File: src/rtl/shift_unit_seq_pkg.sv
// Shared types for the iterative multi-mode shifter.
//   shift_op_t : shift mode encoding (LSL, LSR, ASR, ROR) as seen on the op port.
//   state_t    : controller states IDLE -> SHIFT -> DONE -> IDLE.
package shift_unit_seq_pkg;

  typedef enum logic [1:0] {
    SH_LSL = 2'b00,
    SH_LSR = 2'b01,
    SH_ASR = 2'b10,
    SH_ROR = 2'b11
  } shift_op_t;

  typedef enum logic [1:0] {
    ST_IDLE  = 2'b00,
    ST_SHIFT = 2'b01,
    ST_DONE  = 2'b10
  } state_t;

endpackage

File: src/rtl/shift_unit_seq_if.sv
// Request/response bundle of the iterative shifter.
//   Handshake: a transfer happens on a rising clk edge where valid && ready are
//   both high. The producer holds its payload stable while valid is high and
//   ready is low; valid never depends combinationally on ready.
//   Request side : in_valid, in_ready, op, data_in, shamt
//   Response side: out_valid, out_ready, data_out, zero, carry
// master = requester/consumer (e.g. operand mux + result register), slave = shifter.
interface shift_unit_seq_if #(
  parameter int N  = 4,
  parameter int SW = $clog2(N) + 1
);
  import shift_unit_seq_pkg::*;

  logic          in_valid;
  logic          in_ready;
  shift_op_t     op;
  logic [N-1:0]  data_in;
  logic [SW-1:0] shamt;
  logic          out_valid;
  logic          out_ready;
  logic [N-1:0]  data_out;
  logic          zero;
  logic          carry;

  modport master (
    output in_valid, op, data_in, shamt, out_ready,
    input  in_ready, out_valid, data_out, zero, carry
  );

  modport slave (
    input  in_valid, op, data_in, shamt, out_ready,
    output in_ready, out_valid, data_out, zero, carry
  );

endinterface

File: src/rtl/shift_unit_seq_step.sv
// One combinational shift step of the iterative shifter.
//   op        : shift mode
//   data      : current working value (N bits)
//   k         : bits to shift this step, 0..STEP (k = 0 passes data through)
//   result    : data shifted by k according to op
//   carry_out : last bit shifted out in this step (only with SHIFT_CARRY_EN)
// Optional feature macro: SHIFT_CARRY_EN adds the carry_out port.
module shift_unit_seq_step
  import shift_unit_seq_pkg::*;
#(
  parameter int N    = 4,
  parameter int STEP = 1,
  parameter int KW   = $clog2(STEP + 1)
) (
  input  shift_op_t     op,
  input  logic [N-1:0]  data,
  input  logic [KW-1:0] k,
  output logic [N-1:0]  result
`ifdef SHIFT_CARRY_EN
  ,
  output logic          carry_out
`endif
);

  // Each legal k is decoded to a constant shift so every index below is static.
  always_comb begin
    result = data;
    for (int j = 1; j <= STEP; j++) begin
      if (k == KW'(j)) begin
        case (op)
          SH_LSL:  result = data << j;
          SH_LSR:  result = data >> j;
          SH_ASR:  result = $unsigned($signed(data) >>> j);
          default: result = (data >> j) | (data << (N - j));
        endcase
      end
    end
  end

`ifdef SHIFT_CARRY_EN
  // Left shifts lose bits off the top, all other modes lose them off the
  // bottom; for ROR the lost bit is also the new MSB.
  always_comb begin
    carry_out = 1'b0;
    for (int j = 1; j <= STEP; j++) begin
      if (k == KW'(j)) begin
        carry_out = (op == SH_LSL) ? data[N-j] : data[j-1];
      end
    end
  end
`endif

endmodule

File: src/rtl/shift_unit_seq.sv
// Iterative multi-mode shifter (LSL/LSR/ASR/ROR) with zero/carry flags.
// Shifts at most STEP bits per cycle; accept-to-out_valid latency is
// max(1, ceil(eff/STEP)) cycles where eff = min(shamt, N) (ROR: shamt mod N).
//   clk       : rising-edge clock
//   rst_n     : synchronous active-low reset
//   bus       : slave side of shift_unit_seq_if (request, response, flags)
//   dbg_state : current controller state
// Optional feature macro: SHIFT_CARRY_EN. When undefined, carry is tied to 0.
module shift_unit_seq
  import shift_unit_seq_pkg::*;
#(
  parameter int N    = 4,
  parameter int STEP = 1
) (
  input  logic                clk,
  input  logic                rst_n,
  shift_unit_seq_if.slave     bus,
  output state_t              dbg_state
);

  localparam int SW = $clog2(N) + 1;
  localparam int KW = $clog2(STEP + 1);
  localparam logic [SW-1:0] N_SW    = SW'(N);
  localparam logic [SW-1:0] STEP_SW = SW'(STEP);

  state_t        state;
  shift_op_t     op_q;
  logic [N-1:0]  work_q;
  logic [SW-1:0] rem_q;

  logic [SW-1:0] eff_amt;
  logic [SW-1:0] k_sw;
  logic [KW-1:0] k;
  logic [N-1:0]  step_res;

  // ROR by a multiple of N is the identity; the others saturate at N.
  always_comb begin
    if (bus.op == SH_ROR) begin
      eff_amt = bus.shamt % N_SW;
    end else begin
      eff_amt = (bus.shamt > N_SW) ? N_SW : bus.shamt;
    end
  end

  assign k_sw = (rem_q > STEP_SW) ? STEP_SW : rem_q;
  assign k    = k_sw[KW-1:0];

`ifdef SHIFT_CARRY_EN
  logic step_carry;
  logic carry_run_q;
  logic over_q;
  logic carry_now;
  logic carry_fin;

  // A k = 0 step shifts nothing out, so the running carry is kept.
  assign carry_now = (k_sw != '0) ? step_carry : carry_run_q;
  // Logical shifts past the width report no carry; ASR past the width
  // already leaves the sign bit as the last bit out.
  assign carry_fin = (((op_q == SH_LSL) || (op_q == SH_LSR)) && over_q) ? 1'b0 : carry_now;
`else
  assign bus.carry = 1'b0;
`endif

  shift_unit_seq_step #(
    .N    (N),
    .STEP (STEP),
    .KW   (KW)
  ) u_step (
    .op        (op_q),
    .data      (work_q),
    .k         (k),
    .result    (step_res)
`ifdef SHIFT_CARRY_EN
    ,
    .carry_out (step_carry)
`endif
  );

  always_ff @(posedge clk) begin
    if (!rst_n) begin
      state         <= ST_IDLE;
      op_q          <= SH_LSL;
      work_q        <= '0;
      rem_q         <= '0;
      bus.in_ready  <= 1'b1;
      bus.out_valid <= 1'b0;
      bus.data_out  <= '0;
      bus.zero      <= 1'b1;
`ifdef SHIFT_CARRY_EN
      bus.carry     <= 1'b0;
      carry_run_q   <= 1'b0;
      over_q        <= 1'b0;
`endif
    end else begin
      case (state)
        ST_IDLE: begin
          if (bus.in_valid && bus.in_ready) begin
            op_q         <= bus.op;
            work_q       <= bus.data_in;
            rem_q        <= eff_amt;
            bus.in_ready <= 1'b0;
            state        <= ST_SHIFT;
`ifdef SHIFT_CARRY_EN
            carry_run_q  <= 1'b0;
            over_q       <= (bus.shamt > N_SW);
`endif
          end
        end

        ST_SHIFT: begin
          work_q <= step_res;
          rem_q  <= rem_q - k_sw;
`ifdef SHIFT_CARRY_EN
          carry_run_q <= carry_now;
`endif
          // This step consumes whatever remains: publish the result.
          if (rem_q == k_sw) begin
            state         <= ST_DONE;
            bus.out_valid <= 1'b1;
            bus.data_out  <= step_res;
            bus.zero      <= (step_res == '0);
`ifdef SHIFT_CARRY_EN
            bus.carry     <= carry_fin;
`endif
          end
        end

        ST_DONE: begin
          if (bus.out_ready) begin
            bus.out_valid <= 1'b0;
            bus.in_ready  <= 1'b1;
            state         <= ST_IDLE;
          end
        end

        default: begin
          state         <= ST_IDLE;
          bus.in_ready  <= 1'b1;
          bus.out_valid <= 1'b0;
        end
      endcase
    end
  end

  assign dbg_state = state;

endmodule

File: src/flat_wrapper.sv
// flat-port wrapper written by rule: the top's interface ports become plain ports
module shift_unit_seq_flat import shift_unit_seq_pkg::*;
#(
  parameter int N    = 4,
  parameter int STEP = 1
)
  (clk, rst_n, dbg_state, bus_in_valid, bus_op, bus_data_in, bus_shamt, bus_out_ready, bus_in_ready, bus_out_valid, bus_data_out, bus_zero, bus_carry);
  shift_unit_seq_if #(.N(N), .SW(($clog2(N) + 1))) bus_i ();
  input  logic clk;
  input  logic rst_n;
  output state_t dbg_state;
  input wire logic [$bits(bus_i.in_valid)-1:0] bus_in_valid;
  input wire logic [$bits(bus_i.op)-1:0] bus_op;
  input wire logic [$bits(bus_i.data_in)-1:0] bus_data_in;
  input wire logic [$bits(bus_i.shamt)-1:0] bus_shamt;
  input wire logic [$bits(bus_i.out_ready)-1:0] bus_out_ready;
  output wire logic [$bits(bus_i.in_ready)-1:0] bus_in_ready;
  output wire logic [$bits(bus_i.out_valid)-1:0] bus_out_valid;
  output wire logic [$bits(bus_i.data_out)-1:0] bus_data_out;
  output wire logic [$bits(bus_i.zero)-1:0] bus_zero;
  output wire logic [$bits(bus_i.carry)-1:0] bus_carry;
  assign bus_i.in_valid = bus_in_valid;
  assign bus_i.op = bus_op;
  assign bus_i.data_in = bus_data_in;
  assign bus_i.shamt = bus_shamt;
  assign bus_i.out_ready = bus_out_ready;
  assign bus_in_ready = bus_i.in_ready;
  assign bus_out_valid = bus_i.out_valid;
  assign bus_data_out = bus_i.data_out;
  assign bus_zero = bus_i.zero;
  assign bus_carry = bus_i.carry;
  shift_unit_seq #(.N(N), .STEP(STEP)) u_core (.clk(clk), .rst_n(rst_n), .bus(bus_i), .dbg_state(dbg_state));
endmodule
File: config.mk
export PLATFORM = sky130hd
export DESIGN_NAME = shift_unit_seq_flat
export DESIGN_NICKNAME = d
export VERILOG_FILES = /design/src/rtl/shift_unit_seq_pkg.sv /design/src/rtl/shift_unit_seq_if.sv /design/src/rtl/shift_unit_seq_step.sv /design/src/rtl/shift_unit_seq.sv /design/src/flat_wrapper.sv
export SDC_FILE = /design/constraint.sdc
export NUM_CORES = 1
export LEC_CHECK = 0
export BUFFER_PORTS_ARGS = -buffer_cell sky130_fd_sc_hd__buf_2
export CAP_MARGIN = 20
export CORE_AREA = 10 10 48 64
export DETAILED_ROUTE_END_ITERATION = 16
export DIE_AREA = 0 0 58 74
export PLACE_DENSITY = 0.73
export SLEW_MARGIN = 40
export SYNTH_ARGS = -nofsm -noshare
export SYNTH_HDL_FRONTEND = slang
export SYNTH_SLANG_ARGS = --single-unit
File: constraint.sdc
create_clock -name clk -period 2 [get_ports clk]
set_input_delay 0 -clock clk [delete_from_list [all_inputs] [get_ports clk]]
set_output_delay 0 -clock clk [all_outputs]
set_load 0.1 [all_outputs]
==> results of run 1 <==
## worst reg2reg max path: stages, from the launching register on
cell and delay, ns:
dfxtp_1 0.44, nor2_1 0.10, or2_2 0.29, ha_1 0.20, nand2b_1 0.27, nor2_8 0.07
or2_2 0.28, o311a_1 0.13
## area by class of cell
class                           count  area, um2  area share
Timing Repair Buffer               31        200       0.172
Clock buffer                        4       36.3      0.0312
Multi-Input combinational cell     81        523       0.449
Inverter                            4       15.0      0.0129
Tap cell                           21       26.3      0.0226
Sequential cell                    18        363       0.312
## cell usage in the layout (no fill, tap or decap), drive strengths merged, types with 3 or more instances in the layout
cell type and n:
nor2 11, dfxtp 18, a21oi 13, clkbuf 4, o21ai 7, nand2 9
inv 4, dlygate4sd3 8, nor4 3, mux2i 3, a22oi 6, buf 23
nand2b 3
## sequential cells by signal, summed over array words and instances, names as in the netlist
name                  cells
u_core.op_q               2
u_core.bus.out_valid      1
u_core.rem_q              3
u_core.bus.data_out       4
u_core.bus.zero           1
u_core.dbg_state          2
u_core.bus.in_ready       1
u_core.work_q             4
## per-layer routing
layer,part of all wire,global-route usage,up-vias
met5,0,0,-
met4,0.017,0.0524,0
met3,0.050,0.0273,7
met2,0.53,0.208,27
met1,0.41,0.123,461
li1,-,-,452
## cell families after synthesis
family	Yosys count
multiplexers	3
flip-flops	18
adder cells (fa/ha/maj)	2
AND/OR/NAND/NOR	40
buffers and inverters	10
other	1
AO/OA/AOI/OAI	35
## cells in the mapped netlist (all sizes together)
master,instances,area share
dfxtp,18,0.39
a21oi,13,0.070
nor2,11,0.062
nand2,9,0.039
o21ai,7,0.037
a22oi,6,0.048
buf,4,0.031
inv,4,0.016
mux2i,3,0.046
nand2b,3,0.020
nor4,3,0.020
a31oi,2,0.013
clkbuf,2,0.0080
ha,2,0.027
nand3b,2,0.016
nand4,2,0.013
or2,2,0.013
or3b,2,0.019
a211oi,1,0.0080
a21boi,1,0.0080
a41o,1,0.011
and2,1,0.0067
and3,1,0.0067
conb,1,0.0040
nand3,1,0.0053
nor2b,1,0.0067
nor4bb,1,0.011
o21a,1,0.0080
o22ai,1,0.0067
o311a,1,0.011
o41ai,1,0.017
or3,1,0.0067
## worst paths after layout
path                                              from                endpoint  slack (ns)
worst min-delay path                      bus_shamt[1]         u_core.rem_q[1]        0.03
worst max register to register         u_core.rem_q[2]  u_core.bus.data_out[3]        0.11
worst min register to register  u_core.bus.data_out[1]  u_core.bus.data_out[1]        0.48
worst max-delay path                   u_core.rem_q[2]  u_core.bus.data_out[3]        0.11
## what timing repair did
action                     4_1_cts  5_1_grt
hold buffers                     8        0
hold endpoints to repair        10        0
setup endpoints to repair        0        0
## power by group
group | internal (uW) | total [uW] | leakage, uW | switching, uW
Clock | 111 | 229 | 0.0000210 | 118
Sequential | 401 | 447 | 0.000148 | 46.0
Combinational | 137 | 465 | 0.000315 | 329
## through the flow
stage                     std cells  hold WS, ns  total power [uW]  area [um2]
after global placement          147        0.212               897        1050
after CTS                       159       0.0227              1140        1160
after global routing            159       0.0309              1200        1160
after detailed placement        147        0.215               905        1050
after floorplan                 109       0.0619               824         937
final                           159       0.0293              1140        1160
==> summary.txt, run 1 <==
Run status
  – Status: finished, final reports clean

Clock network
  – CTS clk-pin slew, worst paths: 0.10 ns
  – CTS tree: yes
  – Clock sinks: 18
  – Clock Tree Root: clkbuf_4
  – H-tree Lvls: 1
  – Worst skew pair latency: 0.30 ns
  – Post-CTS Resized: 0
  – Post-CTS Setup Inserts: 0
  – Number of CTS-inserted buffers: 3
  – Maximum buffer depth of the clock tree: 2

Synthesis
  – Main combinational cell family by area after synthesis: simple AND/OR/NAND/NOR gates
  – Compound-Gate Fraction of Synth Area: 0.238
  – Syn nets: 124
  – Post-synth cell types: 37
  – Yosys warns: 0
  – Synth Area in XOR/XNOR: 0
  – Post-Synthesis Cells: approximately 110
  – Mux contribution to synthesized area: 0.0455
  – FF+latch count, synth: 18
  – Mean Syn Cell Area: 8.57 um2
  – Post-Synth Simple-Gate Area: 0.245
  – Cell Area, Synth: 935 um2
  – Post-synthesis adder-cell area fraction: 0.0268
  – Register area share after synthesis: 0.386

Route
  – Avg WL per Cell: between 15 and 20 um
  – Detail Route Antenna Nets: 0
  – Residual DRC: 0
  – Total wire length: approximately 2.5 mm
  – Vias per cell: 5.96
  – Pre-Repair DR Iteration Count: 4
  – DR vias: 947
  – Initial DRC Count: 24

Placement
  – Pre-CTS setup slack: 0.147 ns
  – PortBufs: 21
  – Dpl hpwl: 1.81 mm
  – Routability cong.: 0.837

GRT
  – First-pass GRT wire length: 4.13 mm
  – Initial antenna violation count: 0
  – Vias in the first global route: 941
  – GRT Util Overall: 0.115
  – Largest net degree at the start of global routing: 15
  – Gr ovfl total: 0

Die
  – Die height: roughly 74 um
  – Ports: 23
  – Initial core utilization: 0.479
  – Die area: 0.00429 mm2
  – Row Count: 19
  – Core box area: just under 0.002 mm2
  – Die X: 58 um

Worst setup path
  – Worst Setup End Kind: register
  – Critical path class: reg2reg
  – CP max FO: 8
  – CP dominant cell by count: or2_2
  – CP cell instances: nor2_1, or2_2, ha_1, nand2b_1, nor2_8, or2_2, o311a_1
  – Startpoint Class: register
  – CP Depth: 7
  – Top Family by Delay on Critical Path: simple AND/OR/NAND/NOR gates
  – CP max stage cell: dfxtp_1
  – WP data required: approximately 2.2 ns
  – Crit path arrival time: 2.08 ns
  – Slowest stage delay, CP: 0.44 ns
  – Buf/Inv on CP: 0
  – R2R depth: 7

Pwr
  – Maximum VDD drop: 0.548 mV
  – Leakage Power: 0.000484 uW
  – PwrDens: 981 mW/mm2

STA
  – Hold Fails Final Rpt: 0
  – Max Slew Vio Count: 0
  – # setup viols final: 0
  – Post-layout min period: 1.89 ns
  – Setup tns final: 0 ns
  – Setup WS post-layout: 0.112 ns
  – Fin Clk Skew: 0.00214 ns
  – Max Freq: 0.530 GHz
  – RSZ-0062 raised after global routing: no
  – Final period utilization: 0.944

Layout
  – Layout cell share with drive strength beyond 1: 0.254
  – Area growth, synth to finish: 24.5%
  – Fillers: 172
  – Post-Route Utilization: 0.597
  – Final net count: 154
  – Diode count: 0

Worst hold path
  – Worst Hold Path Cells: 3
  – Hold WC Path Type: in2reg

Flow run
  – Max Cap Viol: 0
Note: power is estimated with default switching activity, not from simulation.
==> run 2: changes to the inputs <==
--- a/config.mk
+++ b/config.mk
@@ -5,12 +5,13 @@
 export SDC_FILE = /design/constraint.sdc
 export NUM_CORES = 1
 export LEC_CHECK = 0
+export ABC_CLOCK_PERIOD_IN_PS = 2000
 export BUFFER_PORTS_ARGS = -buffer_cell sky130_fd_sc_hd__buf_2
 export CAP_MARGIN = 20
 export CORE_AREA = 10 10 48 64
 export DETAILED_ROUTE_END_ITERATION = 16
 export DIE_AREA = 0 0 58 74
-export PLACE_DENSITY = 0.73
+export PLACE_DENSITY = 0.72
 export SLEW_MARGIN = 40
 export SYNTH_ARGS = -nofsm -noshare
 export SYNTH_HDL_FRONTEND = slang
==> summary.txt, run 2 (same netlist as run 1, synthesis figures left out) <==
Run status
  – Status: finished, final reports clean

Worst setup path
  – Crit path arrival time: 2.08 ns (about the same)
  – Startpoint Class: register
  – Crit path from: u_core.rem_q[2]
  – WP data required: 2.20 ns (about the same)
  – R2R setup slack: 0.12 ns (about the same)
  – CP max FO: 8 (unchanged)
  – R2R depth: 7 (unchanged)
  – Reg-to-Reg End: u_core.bus.data_out[3]
  – Critical path class: reg2reg
  – Worst Setup End Kind: register
  – Reg2reg start: u_core.rem_q[2]

Route
  – Pre-Repair DR Iteration Count: 4 (unchanged)
  – Vias per cell: 5.55 (-6.8%)
  – Initial DRC Count: 14 (-42%)
  – Residual DRC: 0 (unchanged)
  – Total wire length: 2.34 mm (-5.6%)
  – Avg WL per Cell: 14.6 um (-6.2%)
  – Detail Route Antenna Nets: 0 (unchanged)
  – DR vias: 888 (-6.2%)

Clock network
  – CTS clk-pin slew, worst paths: 0.10 ns (about the same)
  – Post-CTS Resized: 0 (unchanged)
  – Worst skew pair latency: 0.30 ns (about the same)
  – Clock sinks: 18 (unchanged)
  – Clock Tree Root: clkbuf_4
  – Maximum buffer depth of the clock tree: 2 (unchanged)
  – Number of CTS-inserted buffers: 3 (unchanged)
  – CTS tree: yes
  – H-tree Lvls: 1 (unchanged)
  – Post-CTS Setup Inserts: 0 (unchanged)

Die
  – Die height: 74 um (unchanged)
  – Row Count: 19 (unchanged)
  – Die area: 0.00429 mm2 (unchanged)
  – Die X: 58 um (unchanged)
  – Initial core utilization: 0.479 (unchanged)
  – Ports: 23 (unchanged)
  – Core box area: 0.00195 mm2 (unchanged)

STA
  – Worst hold slack: 0.0526 ns (+0.0233 ns)
  – # setup viols final: 0 (unchanged)
  – Max Slew Vio Count: 0 (unchanged)
  – Final period utilization: 0.941 (-0.00246)
  – RSZ-0062 raised after global routing: no
  – Max Freq: 0.531 GHz (+0.26%)
  – Setup tns final: 0 ns (unchanged)
  – Fin Clk Skew: 0.00448 ns (+0.00235 ns)
  – Hold Fails Final Rpt: 0 (unchanged)
  – Post-layout min period: 1.88 ns (-0.00492 ns)
  – Setup WS post-layout: 0.117 ns (+0.00492 ns)

Layout
  – Most frequent cells in the layout: buf_2, dfxtp_1, a21oi_1
  – Post-Route Utilization: 0.602 (+0.00514)
  – Top Registers: u_core.bus.data_out: 4 flops, u_core.work_q: 4 flops, u_core.rem_q: 3 flops
  – Commonest non-fill, non-tap cell in the layout: buf_2
  – Final net count: 155 (+0.65%)
  – Diode count: 0 (unchanged)
  – Layout cell share with drive strength beyond 1: 0.252 (-0.00182)
  – Final Instance Count excl. Fillers: 160 (+0.63%)
  – Area growth, synth to finish: 25.6%

GRT
  – First-pass GRT wire length: 3.93 mm (-4.7%)
  – Largest net degree at the start of global routing: 15 (unchanged)
  – Gr ovfl total: 0 (unchanged)
  – Initial antenna violation count: 0 (unchanged)
  – GRT Util Overall: 0.114 (-0.00160)
  – Vias in the first global route: 912 (-3.1%)

Placement
  – PortBufs: 21 (unchanged)
  – Pre-CTS setup slack: 0.144 ns (-0.00316 ns)
  – Dpl hpwl: 1.73 mm (-4.8%)
  – Routability cong.: 0.863 (+3.1%)
  – Inst Count DP: 147 (unchanged)

Worst hold path
  – Hold path start: bus_out_ready
  – Worst Hold Path Cells: 4 (+1)
  – WHS Endpoint: u_core.dbg_state[1]
  – Hold WC Path Type: in2reg

Pwr
  – Leakage Power: 0.000488 uW (+0.86%)
  – Maximum VDD drop: 0.638 mV (+16%)
  – PwrDens: 967 mW/mm2 (-1.4%)

Flow run
  – Max Cap Viol: 0 (unchanged)
-- run 2: layout make-up --
class                   count  area [um2]
fillers                   181         776
multi-input cells          81         523
flip-flops and latches     18         363
repair buffers             32         210
clock buffers               4        36.3
well taps                  21        26.3
inverters                   4        15.0
-- run 2: metrics by stage --
stage / area, um2 / total power [uW]
after floorplan: 937 / 824
after global placement: 1050 / 896
after detailed placement: 1050 / 903
after CTS: 1170 / 1140
after global routing: 1170 / 1200
final: 1170 / 1140
-- run 2: repair_timing --
| item | in CTS | in global routing |
|---|---|---|
| endpoints found under the setup margin | 0 | 0 |
| endpoints found under the hold margin | 11 | 0 |
| hold buffers | 9 | 0 |
-- run 2: worst max-delay path by stage --
stage                                   to  slack (ns)  cells after the start
floorplan           u_core.bus.data_out[3]        0.02                      4
global placement    u_core.bus.data_out[3]        0.21                      7
detailed placement  u_core.bus.data_out[3]        0.14                      7
CTS                 u_core.bus.data_out[3]        0.13                      7
global route        u_core.bus.data_out[3]        0.04                      7
finish              u_core.bus.data_out[3]        0.12                      7
-- run 2: metal layers --
layer / vias to the layer above / track usage / wire length, um / share of wire
met5: - / 0 / 0 / 0
met4: 0 / 0.0733 / 45 / 0.019
met3: 5 / 0.0358 / 89 / 0.038
met2: 15 / 0.193 / 1170 / 0.50
met1: 415 / 0.119 / 1040 / 0.44
li1: 453 / - / - / -
-- run 2: report_power, final --
| part | internal (uW) | switching [uW] | leakage [uW] | total, uW |
|---|---|---|---|---|
| combinational | 138 | 325 | 0.000320 | 463 |
| clock | 111 | 115 | 0.0000210 | 227 |
| sequential | 401 | 44.5 | 0.000148 | 445 |
-- run 2: critical path, cell delays in order (launching register included) --
cell	delay [ns]
dfxtp_1	0.43
nor2_1	0.09
or2_2	0.30
ha_1	0.20
nand2b_1	0.28
nor2_8	0.07
or2_2	0.28
o311a_1	0.12
